### src/rtl/video_test_pattern_pkg.sv
// rtl/video_test_pattern_pkg.sv - shared pattern codes, colour constants and config type for the test-pattern source
package video_test_pattern_pkg;

    localparam logic [2:0] PATTERN_SOLID   = 3'd0;
    localparam logic [2:0] PATTERN_BARS    = 3'd1;
    localparam logic [2:0] PATTERN_CHECKER = 3'd2;
    localparam logic [2:0] PATTERN_HGRAD   = 3'd3;
    localparam logic [2:0] PATTERN_VGRAD   = 3'd4;
    localparam logic [2:0] PATTERN_SCROLL  = 3'd5;
    localparam logic [2:0] PATTERN_BORDER  = 3'd6;
    localparam logic [2:0] PATTERN_BLACK   = 3'd7;

    localparam int COLOR_BITS       = 24;
    localparam int BAR_PALETTE_BITS = 3;

    localparam logic [COLOR_BITS-1:0] COLOR_WHITE   = 24'hFFFFFF;
    localparam logic [COLOR_BITS-1:0] COLOR_YELLOW  = 24'hFFFF00;
    localparam logic [COLOR_BITS-1:0] COLOR_CYAN    = 24'h00FFFF;
    localparam logic [COLOR_BITS-1:0] COLOR_GREEN   = 24'h00FF00;
    localparam logic [COLOR_BITS-1:0] COLOR_MAGENTA = 24'hFF00FF;
    localparam logic [COLOR_BITS-1:0] COLOR_RED     = 24'hFF0000;
    localparam logic [COLOR_BITS-1:0] COLOR_BLUE    = 24'h0000FF;
    localparam logic [COLOR_BITS-1:0] COLOR_BLACK   = 24'h000000;

    // Position-independent part of the frame-latched configuration.
    typedef struct packed {
        logic [2:0]            pattern_select;
        logic [COLOR_BITS-1:0] solid_color;
        logic [3:0]            bar_shift;
        logic [3:0]            check_shift;
    } pattern_cfg_t;

    function automatic logic [COLOR_BITS-1:0] gray24(input logic [7:0] level);
        return {level, level, level};
    endfunction

endpackage

### src/rtl/video_test_pattern_bar_palette.sv
// rtl/video_test_pattern_bar_palette.sv - 8-entry combinational colour-bar palette
module video_test_pattern_bar_palette
    import video_test_pattern_pkg::*;
(
    input  logic [BAR_PALETTE_BITS-1:0] index,
    output logic [COLOR_BITS-1:0]       color
);

    always_comb begin
        color = COLOR_BLACK;
        case (index)
            3'd0:    color = COLOR_WHITE;
            3'd1:    color = COLOR_YELLOW;
            3'd2:    color = COLOR_CYAN;
            3'd3:    color = COLOR_GREEN;
            3'd4:    color = COLOR_MAGENTA;
            3'd5:    color = COLOR_RED;
            3'd6:    color = COLOR_BLUE;
            default: color = COLOR_BLACK;
        endcase
    end

endmodule

### src/rtl/video_test_pattern_source.sv
// rtl/video_test_pattern_source.sv - 3-stage programmable test-pattern generator with frame-latched config
module video_test_pattern_source
    import video_test_pattern_pkg::*;
#(
    parameter int HACTIVE_BITS = 11,
    parameter int VACTIVE_BITS = 11
) (
    input  logic                    scalerClock,
    input  logic                    reset,
    input  logic [HACTIVE_BITS-1:0] hPos,
    input  logic [VACTIVE_BITS-1:0] vPos,
    input  logic                    dataEnable,
    input  logic [2:0]              patternSelect,
    input  logic [COLOR_BITS-1:0]   solidColor,
    input  logic [3:0]              barShift,
    input  logic [3:0]              checkShift,
    input  logic [HACTIVE_BITS-1:0] sourceColumns,
    input  logic [VACTIVE_BITS-1:0] sourceRows,
    output logic [7:0]              r,
    output logic [7:0]              g,
    output logic [7:0]              b,
    output logic                    dataEnableDelayed,
    output logic [7:0]              frameCount
);

    localparam logic [HACTIVE_BITS-1:0] H_ONE = HACTIVE_BITS'(1);
    localparam logic [VACTIVE_BITS-1:0] V_ONE = VACTIVE_BITS'(1);

    logic frame_start;
    assign frame_start = dataEnable && (hPos == '0) && (vPos == '0);

    // Stage 1: input capture, config latch, frame counter.
    pattern_cfg_t            cfg;
    logic [HACTIVE_BITS-1:0] cfg_cols;
    logic [VACTIVE_BITS-1:0] cfg_rows;
    logic [VACTIVE_BITS-1:0] prev_v;
    logic                    s1_valid;
    logic [HACTIVE_BITS-1:0] s1_h;
    logic [VACTIVE_BITS-1:0] s1_v;
    logic [7:0]              s1_fc;

    always_ff @(posedge scalerClock or negedge reset) begin
        if (!reset) begin
            cfg        <= '0;
            cfg_cols   <= '0;
            cfg_rows   <= '0;
            prev_v     <= '0;
            frameCount <= '0;
            s1_valid   <= 1'b0;
            s1_h       <= '0;
            s1_v       <= '0;
            s1_fc      <= '0;
        end else begin
            s1_valid <= dataEnable;
            s1_h     <= hPos;
            s1_v     <= vPos;
            // Pre-increment count travels with the pixel so the frame-start pixel scrolls by the old value.
            s1_fc    <= frameCount;
            if (dataEnable) begin
                prev_v <= vPos;
            end
            if (frame_start) begin
                cfg.pattern_select <= patternSelect;
                cfg.solid_color    <= solidColor;
                cfg.bar_shift      <= barShift;
                cfg.check_shift    <= checkShift;
                cfg_cols           <= sourceColumns;
                cfg_rows           <= sourceRows;
                if (prev_v != '0) begin
                    frameCount <= frameCount + 8'd1;
                end
            end
        end
    end

    // Stage 2 terms; everything config-dependent is resolved here so a later
    // frame-start latch cannot disturb a pixel already in stage 3.
    logic [BAR_PALETTE_BITS-1:0] bar_index;
    logic [COLOR_BITS-1:0]       bar_color;
    logic                        check_odd;
    logic                        in_range;
    logic                        on_edge;
    logic [7:0]                  scroll_r;
    logic [7:0]                  scroll_g;
    logic [7:0]                  scroll_b;

    assign bar_index = BAR_PALETTE_BITS'(s1_h >> cfg.bar_shift);
    assign check_odd = 1'(s1_h >> cfg.check_shift) ^ 1'(s1_v >> cfg.check_shift);
    assign in_range  = (s1_h < cfg_cols) && (s1_v < cfg_rows);
    assign on_edge   = (s1_h == '0) || (s1_h == cfg_cols - H_ONE) ||
                       (s1_v == '0) || (s1_v == cfg_rows - V_ONE);
    assign scroll_r  = s1_h[7:0] + s1_fc;
    assign scroll_g  = s1_v[7:0] + s1_fc;
    assign scroll_b  = s1_h[7:0] + s1_v[7:0];

    video_test_pattern_bar_palette u_bar_palette (
        .index (bar_index),
        .color (bar_color)
    );

    logic                  s2_valid;
    logic [2:0]            s2_sel;
    logic [COLOR_BITS-1:0] s2_solid;
    logic [COLOR_BITS-1:0] s2_bar;
    logic                  s2_check_odd;
    logic [7:0]            s2_h8;
    logic [7:0]            s2_v8;
    logic [COLOR_BITS-1:0] s2_scroll;
    logic                  s2_border;

    always_ff @(posedge scalerClock or negedge reset) begin
        if (!reset) begin
            s2_valid     <= 1'b0;
            s2_sel       <= PATTERN_SOLID;
            s2_solid     <= COLOR_BLACK;
            s2_bar       <= COLOR_BLACK;
            s2_check_odd <= 1'b0;
            s2_h8        <= '0;
            s2_v8        <= '0;
            s2_scroll    <= COLOR_BLACK;
            s2_border    <= 1'b0;
        end else begin
            s2_valid     <= s1_valid;
            s2_sel       <= cfg.pattern_select;
            s2_solid     <= cfg.solid_color;
            s2_bar       <= bar_color;
            s2_check_odd <= check_odd;
            s2_h8        <= s1_h[7:0];
            s2_v8        <= s1_v[7:0];
            s2_scroll    <= {scroll_r, scroll_g, scroll_b};
            s2_border    <= in_range && on_edge;
        end
    end

    // Stage 3: pattern mux and output register.
    logic [COLOR_BITS-1:0] pattern_rgb;

    always_comb begin
        pattern_rgb = COLOR_BLACK;
        case (s2_sel)
            PATTERN_SOLID:   pattern_rgb = s2_solid;
            PATTERN_BARS:    pattern_rgb = s2_bar;
            PATTERN_CHECKER: pattern_rgb = s2_check_odd ? COLOR_BLACK : s2_solid;
            PATTERN_HGRAD:   pattern_rgb = gray24(s2_h8);
            PATTERN_VGRAD:   pattern_rgb = gray24(s2_v8);
            PATTERN_SCROLL:  pattern_rgb = s2_scroll;
            PATTERN_BORDER:  pattern_rgb = s2_border ? COLOR_WHITE : COLOR_BLACK;
            default:         pattern_rgb = COLOR_BLACK;
        endcase
    end

    always_ff @(posedge scalerClock or negedge reset) begin
        if (!reset) begin
            r                 <= '0;
            g                 <= '0;
            b                 <= '0;
            dataEnableDelayed <= 1'b0;
        end else begin
            dataEnableDelayed <= s2_valid;
            if (s2_valid) begin
                {r, g, b} <= pattern_rgb;
            end else begin
                {r, g, b} <= COLOR_BLACK;
            end
        end
    end

endmodule
### config.mk
export PLATFORM = sky130hd
export DESIGN_NAME = video_test_pattern_source
export DESIGN_NICKNAME = d
export VERILOG_FILES = /design/src/rtl/video_test_pattern_pkg.sv /design/src/rtl/video_test_pattern_bar_palette.sv /design/src/rtl/video_test_pattern_source.sv
export SDC_FILE = /design/constraint.sdc
export NUM_CORES = 1
export LEC_CHECK = 0
export ABC_AREA = 1
export CAP_MARGIN = 20
export CORE_MARGIN = 2
export CORE_UTILIZATION = 50
export CTS_CLUSTER_SIZE = 28
export DETAILED_ROUTE_END_ITERATION = 12
export PLACE_DENSITY = 0.76
export SYNTH_ARGS = -nofsm -noshare
export SYNTH_HDL_FRONTEND = slang
export SYNTH_SLANG_ARGS = --single-unit
### constraint.sdc
create_clock -name scalerClock -period 4.75 [get_ports scalerClock]
set_input_delay 0.95 -clock scalerClock [delete_from_list [all_inputs] [get_ports scalerClock]]
set_output_delay 0.95 -clock scalerClock [all_outputs]
set_load 0.005 [all_outputs]
==> results.ini <==
[placed_design]
hpwlAfterDp_mm = 16.58
gp_congestion = 0.8773
io_buffers = 114

[critical_path]
cp.arrival_ns = 3.23
cp.required_ns = 5.11
critical_path_class = in -> reg
endpoint_kind = register
crit_family = buffers and inverters
critPathLaunchType = primary input
slowest_delay_ns = 0.53
cp_slowest_cell = buf_4
cp_cell_sequence = clkdlybuf4s50_1 > nor4_1 > nand3_1 > nor3_4 > buf_4 > buf_4 > o21ai_0
path_common_cell = buf_4
crit_buf_inv = 3
startpoint = hPos[7]
worstReg2RegStart = s2_sel[2]
critPathMaxFanout = 67

[synthesis]
synth_seq_cells = 205
ys_dominant_reg_cell = dfrtp_1
yosys.cell_types.count = 33
synth_nets = 1190
synth_seq_area_share = 0.5380
synthCells = 1059
syn_avg_cell_area_um2 = 9.004
yosys.cell_count.top_type = nand2_1
synth_top_area_cell = dfrtp_1
synthTopCellsByCount = 277 x nand2_1, 205 x dfrtp_1, 102 x inv_1
synth_area_leaders = dfrtp_1 54%, nand2_1 11%, ha_1 6.0%
yosysTopAreaCellShare = 0.5380
async_reset_ff_frac = 1.000
synthesis.area_um2 = 9535
synth_enable_flop_cells = 0
synth_warnings = 0

[final_layout]
num_antenna_cells = 0
nets = 1301
syn2layout_area_growth_pct = 21.31
final_util = 0.6184
fillers = 1570
drive_above_1_share = 0.03804

[clock_network]
numCtsBuffers = 22
h-tree-depth = 1
ctsHoldBuffers = 0
postCtsSetupBuffers = 0
cts.repair.resized = 0
clk_latency_ns = 0.51
clockBufferDepth = 3
clk_pin_slew_ns = 0.06
cts_sinks = 205
cts.root.buffer_cell = clkbuf_16
cts_tree = yes

[sta]
fin_tns_setup_ns = 0
setup_viol = 0
tightest_slew_ns = 0.9230
fmax_ghz = 0.3475
rsz0062_at_grt = false
final.min_clock_period_ns = 2.878
relSlewSlack = 0.3847
fin_crit_sh = 0.6058
skew_ns = 0.01049
hold_viol = 0
maxSlewViolCount = 0

[floorplanning]
fp.dieH_um = 142.1
core_area_um2 = 18710
die_x_um = 142.1
start_util = 0.5098
num_io_pins = 115
num_rows = 50
die-area_um2 = 20190

[drt]
vias_per_cell = 5.443
drtIter0Drc = 658
routedWlPerCell_um = 16.52
drt-total-wl_mm = 23.41
drc = 0
ant_nets = 0
vias = 7713
dr.pass1.iters = 5

[flow_run]
max_cap_viol_count = 0

[pwr]
p_leak_nw = 5.553
totalPowerFinal_mw = 3.725
powerDensity_nw_per_um2 = 322.1
ir_drop_mv = 0.2490

[global_route]
grt_pass1_wl_mm = 38.67
antenna_found_initial = 0
overflow = 0
grt_usage = 0.2412
grt_pass1_vias = 7586
grt_max_degree = 92

[run_status]
status = completed

[min_path]
hold_path.class = reg -> reg
worstHoldStart = s1_valid

## worst register-to-register path, delay by kind of cell, from the launching register on
kind	cells	cell delay [ns]
flops	1	0.94
simple gates	2	0.56
compound gates	2	0.71
## routing by layer
metal	vias up	wire (um)	global-route usage
met5	-	0	0
met4	0	470	0.06842
met3	32	1970	0.04441
met2	306	10650	0.3760
met1	3646	10320	0.3485
li1	3729	-	-
## flip-flops by register name, summed over array words and instances (netlist names)
signal and flops:
s2_h8 8, s2_solid 24, dataEnableDelayed 1, s2_border 1, s1_fc 8, b 8
s2_valid 1, s1_h 11, g 8, cfg_rows 11, prev_v 11, s2_bar 3
s2_sel 3, s2_check_odd 1, cfg_cols 11, r 8, s1_v 11, s1_valid 1
s2_scroll 24, s2_v8 8, cfg 35, frameCount 8
## stage by stage
| stage | cell area [um^2] | hold WS, ns | instances | setup WS (ns) |
|---|---|---|---|---|
| after floorplan | 9535 | 0.3312 | 1059 | 2.497 |
| after global placement | 10860 | 0.3367 | 1380 | 1.406 |
| after detailed placement | 10860 | 0.3393 | 1380 | 1.391 |
| after CTS | 11570 | 0.3508 | 1417 | 1.923 |
| after global routing | 11570 | 0.3546 | 1417 | 1.710 |
| final | 11570 | 0.3510 | 1417 | 1.872 |
## layout by cell type, fill, tap and decap left out, types with 3 or more instances in the layout
cell and instances:
nand2_1 277, dfrtp_1 205, clkdlybuf4s50_1 113, inv_1 102
o21ai_0 71, nand3_1 70, nor2_1 62, ha_1 46
a21oi_1 43, nand4_1 30, a31oi_1 27, clkbuf_16 22
xor2_1 21, xnor2_1 17, nor3_1 12, o22ai_1 8
nor4_1 8, nand3b_1 6, clkbuf_8 6, clkbuf_1 5
buf_4 4, inv_2 3, fa_1 3
## worst paths after layout
path	end	slack, ns	cells past startpoint
min in group asynchronous	cfg_rows[7]	0.50	1
max in group asynchronous	s2_solid[20]	3.32	2
worst min-delay path	s2_valid	0.35	0
worst max-delay path	cfg[7]	1.87	7
worst min register to register	s2_valid	0.35	0
worst max register to register	r[1]	2.44	4
## power breakdown
group	internal (mW)	switching (mW)
Clock	0.987	0.670
Combinational	0.108	0.121
Sequential	1.79	0.0456
Total	2.89	0.836
## layout make-up
class	count	area (um^2)	area share
Sequential cell	205	5130	0.4435
Multi-Input combinational cell	716	3844	0.3323
Timing Repair Buffer	119	1195	0.1033
Clock buffer	32	638.1	0.05517
Inverter	106	400.4	0.03461
Tap cell	234	292.8	0.02531
Clock inverter	5	67.56	0.005841
## logic make-up after synthesis
kind of cell    count (synthesis)  share of synthesized area
compound gates                157                    0.08910
xor+xnor                       38                    0.03490
fa+ha+maj                      49                    0.06666
buf+inv                       138                    0.05892
flops                         205                     0.5380
simple gates                  472                     0.2124
Note: power is estimated with default switching activity, not from simulation.
==> RTL edit: new RTL, same flow settings <==
`HACTIVE_BITS`: 11 -> 15.
--- a/src/rtl/video_test_pattern_source.sv
+++ b/src/rtl/video_test_pattern_source.sv
@@ -2,7 +2,7 @@
 module video_test_pattern_source
     import video_test_pattern_pkg::*;
 #(
-    parameter int HACTIVE_BITS = 11,
+    parameter int HACTIVE_BITS = 15,
     parameter int VACTIVE_BITS = 11
 ) (
     input  logic                    scalerClock,
Ports: changed (resized hPos and sourceColumns); port bits go from 115 to 123. No check against the original RTL was run, so the function may have changed too.
==> RTL edit against the original RTL <==
Area after synthesis up 7.7%; final area up 7.8%; critical endpoint is now cfg[30]; sequential cell count up 8; wire length up 10%; global-route usage up 0.14 points; power up 6.5%; register-to-register slack worse by 0.02 ns; synthesized cell count up 10%; worst setup slack worse by 0.087 ns.
==> RTL edit: results (changes against the original RTL) <==
global_route:
  grt_first_pass_wirelength_um: 42000  # was 38700 um
  grt_use_total: 0.243  # was 0.241
  use_met1: 0.344  # was 0.348
  use_met2: 0.384  # was 0.376
  grt_use_met3: 0.0376  # was 0.0444
  grt_pass1_vias: 8195  # was 7586
  grt_max_degree: 109  # was 92
timing:
  tightestPinTransition_ns: 0.902  # was 0.923 ns
  fin_ws_ns: 1.78  # was 1.87 ns
  fin_skew_ns: 0.00926  # was 0.0105 ns
placement:
  routabilityCongestion: 0.895  # was 0.877
  dp_worst_setup_slack_ns: 1.23  # was 1.39 ns
  dp_cells: 1526  # was 1380
  io_buffers: 122  # was 114
  hpwlAfterDp_um: 18100  # was 16600 um
logic_synthesis:
  synth_cell_types: 37  # was 33
  ys_seq_area_frac: 0.519  # was 0.538
  synth_area_leaders: "dfrtp_1 (52%), nand2_1 (11%), ha_1 (6.1%)"  # was dfrtp_1 (54%), nand2_1 (11%), ha_1 (6.0%)
  postSynthAreaPerCell_um2: 8.82  # was 9.00 um2
  ys_top_cells_by_count: "nand2_1 (294), dfrtp_1 (213), inv_1 (112)"  # was nand2_1 (277), dfrtp_1 (205), inv_1 (102)
  synthesis.nets: 1308  # was 1190
  async_flop_share: 1.00  # unchanged
finish:
  layout.nets: 1424  # was 1301
  n_fill_cell: 1685  # was 1570
  final_cells: 1568  # was 1417
  layout-drive-gt1-share: 0.0455  # was 0.0380
outcome:
  run_status: "finished clean"  # unchanged
power:
  p_leak_nw: 5.91  # was 5.55 nW
  ir_drop_v: 0.000227  # was 0.000249 V
worst_setup_path:
  crit_end: "cfg[30]"  # was cfg[7]
  cp_data_arrival_time_ns: 3.37  # was 3.23 ns
  crit_fanout: 27  # was 67
  ff2ff_setup_slack_ns: 2.42  # was 2.44 ns
  r2r-end: "r[2]"  # was r[1]
  reg2reg_depth: 4  # unchanged
routing:
  wire_per_inst_um: 16.4  # was 16.5 um
  vias: 8367  # was 7713
  first_iter_violations: 590  # was 658
clock_network:
  clkLatencyLatePin_ns: 0.53  # was 0.51 ns
==> RTL edit: routing by layer <==
| layer | up-vias | wire, um |
|---|---|---|
| met5 | - | 0 |
| met4 | 0 | 739 |
| met3 | 56 | 1810 |
| met2 | 321 | 11700 |
| met1 | 3896 | 11500 |
| li1 | 4094 | - |
==> RTL edit: worst min-delay path by stage <==
| stage | start | to | slack (ns) | cells after the start |
|---|---|---|---|---|
| finish | s1_valid | s2_valid | 0.35 | 0 |
| detailed placement | s1_valid | s2_valid | 0.33 | 0 |
| CTS | s1_valid | s2_valid | 0.35 | 0 |
| floorplan | s1_valid | s2_valid | 0.33 | 0 |
| global route | s1_valid | s2_valid | 0.36 | 0 |
| global placement | s1_valid | s2_valid | 0.33 | 0 |
==> RTL edit: cells by family (layout without fill, tap and decap cells) <==
kind of cell / count (synthesis) / in the layout / share of synthesized area
compound gates: 178 / 178 / 0.0955
flops: 213 / 213 / 0.519
simple gates: 526 / 526 / 0.220
fa+ha+maj: 53 / 53 / 0.0667
buf+inv: 151 / 284 / 0.0610
xor+xnor: 44 / 44 / 0.0375
==> RTL edit: cell type report <==
type	count	share of cell area
clock inverters	13	0.00933
flip-flops and latches	213	0.428
well taps	270	0.0271
clock buffers	29	0.0528
multi-input cells	801	0.346
inverters	115	0.0346
repair buffers	127	0.102
==> RTL edit: stage by stage <==
| step | area (um2) | hold slack (ns) |
|---|---|---|
| after floorplan | 10300 | 0.331 |
| after global placement | 11700 | 0.332 |
| after detailed placement | 11700 | 0.335 |
| after CTS | 12500 | 0.349 |
| after global routing | 12500 | 0.355 |
| final | 12500 | 0.348 |
==> RTL edit: worst max-delay path, cell delays in order <==
cell	delay (ns)
clkdlybuf4s50_1	0.77
inv_1	0.29
nor4_1	0.30
nand4_2	0.69
nand2_1	0.27
nand2_1	0.08
==> RTL edit: power by group <==
group | total (mW) | internal [mW] | switching (mW)
Combinational | 0.254 | 0.120 | 0.133
Sequential | 1.92 | 1.86 | 0.0528
Clock | 1.80 | 1.05 | 0.751
